==> src/rtl/gol_vga_pkg.sv <==
// rtl/gol_vga_pkg.sv - shared VGA timing defaults, pixel types and cell-lane select
package gol_vga_pkg;

  localparam int DEF_H_ACTIVE  = 640;
  localparam int DEF_H_FP      = 16;
  localparam int DEF_H_SYNC    = 96;
  localparam int DEF_H_BP      = 48;
  localparam int DEF_V_ACTIVE  = 480;
  localparam int DEF_V_FP      = 10;
  localparam int DEF_V_SYNC    = 2;
  localparam int DEF_V_BP      = 33;
  localparam int DEF_HT        = DEF_H_ACTIVE + DEF_H_FP + DEF_H_SYNC + DEF_H_BP;
  localparam int DEF_VT        = DEF_V_ACTIVE + DEF_V_FP + DEF_V_SYNC + DEF_V_BP;
  localparam int DEF_CELL_LOG2 = 4;
  localparam int DEF_COLS      = DEF_H_ACTIVE >> DEF_CELL_LOG2;
  localparam int DEF_ROWS      = DEF_V_ACTIVE >> DEF_CELL_LOG2;

  localparam logic [31:0] DEF_FB0_BASE = 32'h200;
  localparam logic [31:0] DEF_FB1_BASE = DEF_FB0_BASE + 32'(DEF_COLS * DEF_ROWS / 4);

  // Counter width covers totals up to 1023 clocks/lines; cell index up to 2047
  localparam int CNT_W = 10;
  localparam int IDX_W = 11;

  typedef logic [CNT_W-1:0] cnt_t;
  typedef logic [IDX_W-1:0] idx_t;
  typedef logic [11:0]      rgb_t;

  localparam rgb_t DEF_ALIVE_RGB = 12'hFFF;
  localparam rgb_t DEF_DEAD_RGB  = 12'h000;

  // Control bits that travel alongside the frame-buffer read
  typedef struct packed {
    logic       act;
    logic       hs;
    logic       vs;
    logic       fs;
    logic [1:0] lane;
  } pix_ctl_t;

  // Byte lane k occupies bits 8k+7:8k, matching sb/lbu addressing
  function automatic logic [7:0] lane_sel(input logic [31:0] word, input logic [1:0] lane);
    case (lane)
      2'd0:    return word[7:0];
      2'd1:    return word[15:8];
      2'd2:    return word[23:16];
      default: return word[31:24];
    endcase
  endfunction

endpackage

==> src/rtl/gol_fb_scanout_if.sv <==
// rtl/gol_fb_scanout_if.sv - read-only frame-buffer port between scan-out and RAM
interface gol_fb_scanout_if;
  logic        fb_re;
  logic [31:0] fb_adr;
  logic [31:0] fb_rdata;

  modport master (output fb_re, output fb_adr, input fb_rdata);
  modport slave  (input fb_re, input fb_adr, output fb_rdata);
endinterface

==> src/rtl/vga_timing.sv <==
// rtl/vga_timing.sv - pixel/line counters with active, sync and end-of-frame strobes
module vga_timing
  import gol_vga_pkg::*;
#(
  parameter int H_ACTIVE = DEF_H_ACTIVE,
  parameter int H_FP     = DEF_H_FP,
  parameter int H_SYNC   = DEF_H_SYNC,
  parameter int H_BP     = DEF_H_BP,
  parameter int V_ACTIVE = DEF_V_ACTIVE,
  parameter int V_FP     = DEF_V_FP,
  parameter int V_SYNC   = DEF_V_SYNC,
  parameter int V_BP     = DEF_V_BP
) (
  input  logic clk,
  input  logic reset,
  output cnt_t hcnt_o,
  output cnt_t vcnt_o,
  output logic active_o,
  output logic hsync_on_o,
  output logic vsync_on_o,
  output logic eof_o
);
  localparam int HT = H_ACTIVE + H_FP + H_SYNC + H_BP;
  localparam int VT = V_ACTIVE + V_FP + V_SYNC + V_BP;

  cnt_t hcnt_q, vcnt_q;
  logic run_q;

  // First edge after reset arms run_q so (0,0) is a full, live pixel; then count raster order
  always_ff @(posedge clk or posedge reset) begin
    if (reset) begin
      hcnt_q <= '0;
      vcnt_q <= '0;
      run_q  <= 1'b0;
    end else begin
      run_q <= 1'b1;
      if (run_q) begin
        if (hcnt_q == cnt_t'(HT - 1)) begin
          hcnt_q <= '0;
          vcnt_q <= (vcnt_q == cnt_t'(VT - 1)) ? '0 : vcnt_q + 1'b1;
        end else begin
          hcnt_q <= hcnt_q + 1'b1;
        end
      end
    end
  end

  assign hcnt_o     = hcnt_q;
  assign vcnt_o     = vcnt_q;
  assign active_o   = run_q && (hcnt_q < cnt_t'(H_ACTIVE)) && (vcnt_q < cnt_t'(V_ACTIVE));
  assign hsync_on_o = (hcnt_q >= cnt_t'(H_ACTIVE + H_FP)) &&
                      (hcnt_q <  cnt_t'(H_ACTIVE + H_FP + H_SYNC));
  assign vsync_on_o = (vcnt_q >= cnt_t'(V_ACTIVE + V_FP)) &&
                      (vcnt_q <  cnt_t'(V_ACTIVE + V_FP + V_SYNC));
  assign eof_o      = run_q && (hcnt_q == cnt_t'(HT - 1)) && (vcnt_q == cnt_t'(VT - 1));

endmodule

==> src/rtl/gol_fb_scanout.sv <==
// rtl/gol_fb_scanout.sv - Game of Life frame-buffer scan-out with end-of-frame buffer swap
module gol_fb_scanout
  import gol_vga_pkg::*;
#(
  parameter int          H_ACTIVE  = DEF_H_ACTIVE,
  parameter int          H_FP      = DEF_H_FP,
  parameter int          H_SYNC    = DEF_H_SYNC,
  parameter int          H_BP      = DEF_H_BP,
  parameter int          V_ACTIVE  = DEF_V_ACTIVE,
  parameter int          V_FP      = DEF_V_FP,
  parameter int          V_SYNC    = DEF_V_SYNC,
  parameter int          V_BP      = DEF_V_BP,
  parameter int          CELL_LOG2 = DEF_CELL_LOG2,
  parameter logic [31:0] FB0_BASE  = DEF_FB0_BASE,
  parameter logic [31:0] FB1_BASE  = FB0_BASE +
                                     32'(((H_ACTIVE >> CELL_LOG2) * (V_ACTIVE >> CELL_LOG2)) / 4),
  parameter rgb_t        ALIVE_RGB = DEF_ALIVE_RGB,
  parameter rgb_t        DEAD_RGB  = DEF_DEAD_RGB
) (
  input  logic             clk,
  input  logic             reset,
  gol_fb_scanout_if.master fb,
  input  logic             swap_req,
  output logic             swap_ack,
  output logic             disp_buf,
  output rgb_t             rgb,
  output logic             hsync,
  output logic             vsync,
  output logic             video_on,
  output logic             frame_start
);
  localparam int COLS = H_ACTIVE >> CELL_LOG2;

  cnt_t     hcnt, vcnt;
  logic     active, hs_on, vs_on, eof;
  idx_t     row_base_q, cell_idx;
  logic     line_end;
  logic     pend_q, disp_buf_q, swap_ack_q;
  pix_ctl_t ctl_d, ctl1_q;
  rgb_t     rgb_d, rgb_q;
  logic     hsync_q, vsync_q, video_on_q, frame_start_q;

  vga_timing #(
    .H_ACTIVE(H_ACTIVE), .H_FP(H_FP), .H_SYNC(H_SYNC), .H_BP(H_BP),
    .V_ACTIVE(V_ACTIVE), .V_FP(V_FP), .V_SYNC(V_SYNC), .V_BP(V_BP)
  ) u_timing (
    .clk        (clk),
    .reset      (reset),
    .hcnt_o     (hcnt),
    .vcnt_o     (vcnt),
    .active_o   (active),
    .hsync_on_o (hs_on),
    .vsync_on_o (vs_on),
    .eof_o      (eof)
  );

  // Cell index is built by accumulation so no multiplier sits in the address path
  assign line_end = active && (hcnt == cnt_t'(H_ACTIVE - 1));
  assign cell_idx = row_base_q + idx_t'(hcnt >> CELL_LOG2);
  assign fb.fb_re  = active;
  assign fb.fb_adr = (disp_buf_q ? FB1_BASE : FB0_BASE) + 32'(cell_idx[IDX_W-1:2]);

  assign ctl_d = '{act:  active,
                   hs:   hs_on,
                   vs:   vs_on,
                   fs:   active && (hcnt == '0) && (vcnt == '0),
                   lane: cell_idx[1:0]};

  assign rgb_d = !ctl1_q.act ? rgb_t'(0) :
                 (lane_sel(fb.fb_rdata, ctl1_q.lane) != 8'h00) ? ALIVE_RGB : DEAD_RGB;

  // Step the row base past each finished cell row; restart it at the frame boundary
  always_ff @(posedge clk or posedge reset) begin
    if (reset) begin
      row_base_q <= '0;
    end else if (eof) begin
      row_base_q <= '0;
    end else if (line_end && (&vcnt[CELL_LOG2-1:0])) begin
      row_base_q <= row_base_q + idx_t'(COLS);
    end
  end

  // Latch swap requests and apply one at the end of frame; a request on that cycle waits a frame
  always_ff @(posedge clk or posedge reset) begin
    if (reset) begin
      pend_q     <= 1'b0;
      disp_buf_q <= 1'b0;
      swap_ack_q <= 1'b0;
    end else begin
      swap_ack_q <= 1'b0;
      if (eof && pend_q) begin
        disp_buf_q <= ~disp_buf_q;
        pend_q     <= swap_req;
        swap_ack_q <= 1'b1;
      end else if (swap_req) begin
        pend_q <= 1'b1;
      end
    end
  end

  // Carry control across the RAM read cycle, then register all pixel outputs together
  always_ff @(posedge clk or posedge reset) begin
    if (reset) begin
      ctl1_q        <= '0;
      rgb_q         <= '0;
      hsync_q       <= 1'b1;
      vsync_q       <= 1'b1;
      video_on_q    <= 1'b0;
      frame_start_q <= 1'b0;
    end else begin
      ctl1_q        <= ctl_d;
      rgb_q         <= rgb_d;
      hsync_q       <= ~ctl1_q.hs;
      vsync_q       <= ~ctl1_q.vs;
      video_on_q    <= ctl1_q.act;
      frame_start_q <= ctl1_q.fs;
    end
  end

  assign swap_ack    = swap_ack_q;
  assign disp_buf    = disp_buf_q;
  assign rgb         = rgb_q;
  assign hsync       = hsync_q;
  assign vsync       = vsync_q;
  assign video_on    = video_on_q;
  assign frame_start = frame_start_q;

endmodule
==> src/flat_wrapper.sv <==
// flat-port wrapper written by rule: the top's interface ports become plain ports
module gol_fb_scanout_flat import gol_vga_pkg::*;
#(
  parameter int          H_ACTIVE  = DEF_H_ACTIVE,
  parameter int          H_FP      = DEF_H_FP,
  parameter int          H_SYNC    = DEF_H_SYNC,
  parameter int          H_BP      = DEF_H_BP,
  parameter int          V_ACTIVE  = DEF_V_ACTIVE,
  parameter int          V_FP      = DEF_V_FP,
  parameter int          V_SYNC    = DEF_V_SYNC,
  parameter int          V_BP      = DEF_V_BP,
  parameter int          CELL_LOG2 = DEF_CELL_LOG2,
  parameter logic [31:0] FB0_BASE  = DEF_FB0_BASE,
  parameter logic [31:0] FB1_BASE  = FB0_BASE +
                                     32'(((H_ACTIVE >> CELL_LOG2) * (V_ACTIVE >> CELL_LOG2)) / 4),
  parameter rgb_t        ALIVE_RGB = DEF_ALIVE_RGB,
  parameter rgb_t        DEAD_RGB  = DEF_DEAD_RGB
)
  (clk, reset, swap_req, swap_ack, disp_buf, rgb, hsync, vsync, video_on, frame_start, fb_fb_re, fb_fb_adr, fb_fb_rdata);
  gol_fb_scanout_if fb_i ();
  input  logic clk;
  input  logic reset;
  input  logic swap_req;
  output logic swap_ack;
  output logic disp_buf;
  output rgb_t rgb;
  output logic hsync;
  output logic vsync;
  output logic video_on;
  output logic frame_start;
  output wire logic [$bits(fb_i.fb_re)-1:0] fb_fb_re;
  output wire logic [$bits(fb_i.fb_adr)-1:0] fb_fb_adr;
  input wire logic [$bits(fb_i.fb_rdata)-1:0] fb_fb_rdata;
  assign fb_fb_re = fb_i.fb_re;
  assign fb_fb_adr = fb_i.fb_adr;
  assign fb_i.fb_rdata = fb_fb_rdata;
  gol_fb_scanout #(.H_ACTIVE(H_ACTIVE), .H_FP(H_FP), .H_SYNC(H_SYNC), .H_BP(H_BP), .V_ACTIVE(V_ACTIVE), .V_FP(V_FP), .V_SYNC(V_SYNC), .V_BP(V_BP), .CELL_LOG2(CELL_LOG2), .FB0_BASE(FB0_BASE), .FB1_BASE(FB1_BASE), .ALIVE_RGB(ALIVE_RGB), .DEAD_RGB(DEAD_RGB)) u_core (.clk(clk), .reset(reset), .fb(fb_i), .swap_req(swap_req), .swap_ack(swap_ack), .disp_buf(disp_buf), .rgb(rgb), .hsync(hsync), .vsync(vsync), .video_on(video_on), .frame_start(frame_start));
endmodule
==> config.mk <==
export PLATFORM = sky130hd
export DESIGN_NAME = gol_fb_scanout_flat
export DESIGN_NICKNAME = d
export VERILOG_FILES = /design/src/rtl/gol_vga_pkg.sv /design/src/rtl/gol_fb_scanout_if.sv /design/src/rtl/vga_timing.sv /design/src/rtl/gol_fb_scanout.sv /design/src/flat_wrapper.sv
export SDC_FILE = /design/constraint.sdc
export NUM_CORES = 1
export LEC_CHECK = 0
export ABC_AREA = 1
export BUFFER_PORTS_ARGS = -buffer_cell sky130_fd_sc_hd__buf_4
export CAP_MARGIN = 20
export CORE_MARGIN = 2
export CORE_UTILIZATION = 50
export CTS_CLUSTER_DIAMETER = 120
export DETAILED_ROUTE_END_ITERATION = 7
export PLACE_DENSITY_LB_ADDON = 0.05
export SETUP_SLACK_MARGIN = 0.05
export SYNTH_ARGS = -nofsm -noshare
export SYNTH_HDL_FRONTEND = slang
export SYNTH_SLANG_ARGS = --single-unit
==> constraint.sdc <==
create_clock -name clk -period 4.7 [get_ports clk]
set_input_delay 0.94 -clock clk [delete_from_list [all_inputs] [get_ports clk]]
set_output_delay 0.94 -clock clk [all_outputs]
set_load 0.01 [all_outputs]
==> summary by stage <==
Worst setup path
The required time at the endpoint of the critical path is ~3.8 ns. In this run the worst path has a maximum fanout of 7. In this design, the stage delay of the slowest critical-path cell is 0.47 ns. The slowest cell on the critical path is sky130_fd_sc_hd__dfrtp_1. The critical path starts at u_core.row_base_q[5].

Data on the critical path arrives at its endpoint at approximately 3 ns. Walking the worst path, the cells encountered are ha_1, a21oi_1, nand2_1, nand2_1, xor2_1, inv_1, ha_1, inv_1, or2_2, o21ai_2, nand2_1, nand2_1, nand2_1, buf_4. The cell occurring most often along the worst timing path is sky130_fd_sc_hd__nand2_1. The nature of the critical path endpoint is an output port. The start of the worst register-to-register path is u_core.u_timing.run_q. The kind of start point of the critical path is a flip-flop. The startpoint-to-endpoint class of the critical path is flip-flop to output port.

Placed design
At the end of routability-driven placement, the weighted congestion stood at 0.860. The wire-length estimate of the detail-placed layout is 5150 um. OpenSTA, run right after detailed placement, puts the worst setup slack at 1.09 ns.

The number of port buffers is between 60 and 70.

Clocking
The number of sinks handled by clock tree synthesis is 43. Buffers inserted to repair hold after CTS numbered 0. After clock tree synthesis, the clock-pin slew on the worst setup and hold paths is 0.09 ns.

The count of buffers added by post-CTS timing repair for setup is 0. The deepest level of the CTS H-tree is 2. The tree is rooted in a sky130_fd_sc_hd__clkbuf_8. In this run, CTS created clock tree buffers numbering 5. The maximum root-to-sink buffer count is 2. The TritonCTS clock tree is yes. The later pin in the worst-skew pair is clocked with a latency of 0.31 ns.

Once the clock tree was built, the resizer swapped 0 gates to a different size.

Floorplan
After floorplanning, the core was divided into 28 placement rows. The area inside the core boundary is 5990 um2. The die boundary height is around 83 um. The initial utilization of the core area, before any placement, comes to 52.3%. The floorplan step set the die width to 83.1 um.

The die covers 6910 um2. The top-level I/O count is 86.

Global routing
Summed over all layers, the global routing overflow is 0. In the global route stage, overall resource usage came out at between 20% and 30%. Entering global routing, the biggest net connects 44 pins. The number of antenna violations at the first check in global routing is 0. The via count of the first global-routing pass is between 2000 and 3000. The wire length of the first global-routing pass is 11800 um.

Synthesis
In the synthesized netlist, the number of instances is approximately 420. The portion of the post-synthesis area used by sequential elements is 34.4%. The distinct cell type count of the synthesized netlist is 39. The mean cell area of the mapped netlist is ~7.5 um2. The register bit total from synthesis is 43. The combined area of all synthesized cells is 3130 um2. The count of warnings emitted by yosys is 0.

STA
The highest achievable clock rate is 253 MHz. The total negative setup slack is 0 ns. The relative slew slack is roughly 64%. The slew of the pin with the lowest slew margin is 0.543 ns. Across the routed clock network, the largest skew measured is 0.0131 ns. The number of failing setup endpoints in the final timing report is 0.

The max-slew violation count was 0. The smallest clock period supported by the final layout is computed as 3.95 ns. The final hold violation count was 0. After layout, the worst path uses 84.0% of the clock period. The setup slack after layout is between 0.7 and 0.8 ns. Setup repair after global routing left no endpoint under its margin.

Flow run
The tool flagged a number of max-cap violations equal to 0.

Final layout
The post-synthesis to final-layout area growth is 14.9%. The number of inserted diodes is 0. The share of post-route cells with drive strength above 1 is 21.1%. For this run, the post-layout net count is 520.

Route
Dividing the detail-routed wire length by the instance count gives 12.0 um. The detailed-route wire length is between 6000 and 7000 um. Once detail routing completed, the nets flagged for antenna violations numbered 0. For this block, the via count after detailed routing is 2727. The DRC violation count after routing is 0. The mean number of vias per cell is 4.98. In this run, the number of DRC markers left after iteration 0 of detailed routing was 112. The first-pass iteration count of the detailed router is 4.

Min path
The startpoint identified for the worst hold timing path is u_core.ctl1_q[2]. In this run the worst hold path is classified as flip-flop to flip-flop.

Pwr
The maximum VDD drop is 0.000211 V. The analysis attributes to cell leakage a power of 1.91 nW. The power density over the cells is 242 nW/um2.

Outcome
The run finished with clean final reports.
## synth_stat cells
library cell	number	area [um2]
sky130_fd_sc_hd__or2_1	1	6.26
sky130_fd_sc_hd__nand4_1	14	87.6
sky130_fd_sc_hd__ha_1	12	150
sky130_fd_sc_hd__clkinv_2	2	10.0
sky130_fd_sc_hd__o21ai_0	15	75.1
sky130_fd_sc_hd__inv_1	57	214
sky130_fd_sc_hd__nand2_1	84	315
sky130_fd_sc_hd__buf_2	2	10.0
sky130_fd_sc_hd__clkbuf_1	2	7.51
sky130_fd_sc_hd__dfstp_2	2	52.6
sky130_fd_sc_hd__nor4_1	3	18.8
sky130_fd_sc_hd__xnor2_1	2	17.5
sky130_fd_sc_hd__nor3_4	1	16.3
sky130_fd_sc_hd__nand3_4	1	17.5
sky130_fd_sc_hd__a31oi_1	1	6.26
sky130_fd_sc_hd__nand3_1	38	190
sky130_fd_sc_hd__and3_1	1	6.26
sky130_fd_sc_hd__nor3_2	4	40.0
sky130_fd_sc_hd__fa_1	1	20.0
sky130_fd_sc_hd__buf_4	34	255
sky130_fd_sc_hd__xor2_1	17	149
sky130_fd_sc_hd__inv_2	4	15.0
sky130_fd_sc_hd__a21oi_1	3	15.0
sky130_fd_sc_hd__nor3_1	12	60.1
sky130_fd_sc_hd__nand3_2	3	30.0
sky130_fd_sc_hd__o21ai_2	1	8.76
sky130_fd_sc_hd__nand2_2	2	12.5
sky130_fd_sc_hd__nor2_1	38	143
sky130_fd_sc_hd__nand3b_1	6	45.0
sky130_fd_sc_hd__nor2_8	1	20.0
sky130_fd_sc_hd__dfrtp_1	41	1030
sky130_fd_sc_hd__or2_2	2	12.5
sky130_fd_sc_hd__nor2_2	3	18.8
sky130_fd_sc_hd__buf_6	1	11.3
sky130_fd_sc_hd__o21bai_1	1	7.51
sky130_fd_sc_hd__conb_1	2	7.51
sky130_fd_sc_hd__o211ai_1	1	7.51
sky130_fd_sc_hd__o21ai_1	3	15.0
sky130_fd_sc_hd__nand2_4	1	11.3
## placed cells by master (no fill, tap or decap), types with 14 or more instances in the layout
| cell | n |
|---|---|
| sky130_fd_sc_hd__nor2_1 | 38 |
| sky130_fd_sc_hd__dfrtp_1 | 41 |
| sky130_fd_sc_hd__xor2_1 | 17 |
| sky130_fd_sc_hd__conb_1 | 22 |
| sky130_fd_sc_hd__inv_1 | 57 |
| sky130_fd_sc_hd__nand2_1 | 84 |
| sky130_fd_sc_hd__nand3_1 | 38 |
| sky130_fd_sc_hd__nand4_1 | 14 |
| sky130_fd_sc_hd__o21ai_0 | 15 |
| sky130_fd_sc_hd__buf_4 | 65 |
## cell type report
cell class / instances / area, um2
Fill cell: 569 / 2390
Multi-Input combinational cell: 294 / 1610
Sequential cell: 43 / 1080
Timing Repair Buffer: 65 / 488
Inverter: 63 / 239
Tap cell: 75 / 93.8
Clock buffer: 5 / 68.8
Clock inverter: 3 / 23.8
## kinds of logic after synthesis
family	after synthesis	share of synthesized area, %
buffers and inverters	102	16.7
other	2	0.240
AOI/OAI and AO/OA	25	4.31
DFF	43	34.4
xor gates and xnor gates	19	5.31
adders and majority gates	13	5.43
and+or+nand+nor	215	33.6
## critical path: cells and delay by family (launching register included)
kind / cells / cell delay (ns)
flops: 1 / 0.47
xor+xnor: 1 / 0.17
fa+ha+maj: 2 / 0.69
compound gates: 2 / 0.44
simple gates: 6 / 0.67
buf+inv: 3 / 0.26
## registers in the layout, summed over array words and instances (netlist names)
signal,count
u_core.row_base_q,8
u_core.u_timing.vcnt_o,10
u_core.swap_ack,1
u_core.video_on,1
u_core.u_timing.run_q,1
u_core.u_timing.hcnt_o,10
u_core.pend_q,1
u_core.disp_buf,1
u_core.hsync,1
u_core.frame_start,1
u_core.ctl1_q,6
u_core.rgb,1
u_core.vsync,1
## routing by layer
metal	track usage (%)	part of all wire [%]	vias up
met5	0	0	-
met3	4.17	4.8	13
li1	-	-	1389
met2	32.6	46	78
met4	8.35	2.3	0
met1	27.4	47	1247
## report_power, final
group	internal [mW]	switching [mW]	leakage [nW]	total, mW
combinational	0.0867	0.102	1.30	0.188
sequential	0.398	0.0357	0.568	0.434
clock	0.106	0.141	0.0408	0.247
## metrics by stage
step / hold WS (ns) / total power, mW / area [um2] / util (%) / std cells
4_1_cts: 0.355 / 0.882 / 3600 / 60.0 / 548
6_report: 0.353 / 0.870 / 3600 / 60.0 / 548
3_5_place_dp: 0.336 / 0.630 / 3500 / 58.5 / 540
5_1_grt: 0.371 / 0.923 / 3600 / 60.0 / 548
3_3_place_gp: 0.336 / 0.628 / 3500 / 58.5 / 540
2_1_floorplan: 0.331 / 0.588 / 3210 / - / 439
## worst paths after layout
kind / to / slack, ns / depth (start not counted)
hold reg to reg: u_core.frame_start / 0.35 / 0
hold / removal: u_core.frame_start / 0.35 / 0
setup reg to reg: u_core.row_base_q[3] / 2.93 / 7
min in group asynchronous: u_core.pend_q / 0.76 / 3
max in group asynchronous: u_core.hsync / 3.56 / 3
setup / recovery: fb_fb_adr[8] / 0.75 / 14
Note: power is estimated with default switching activity, not from simulation.
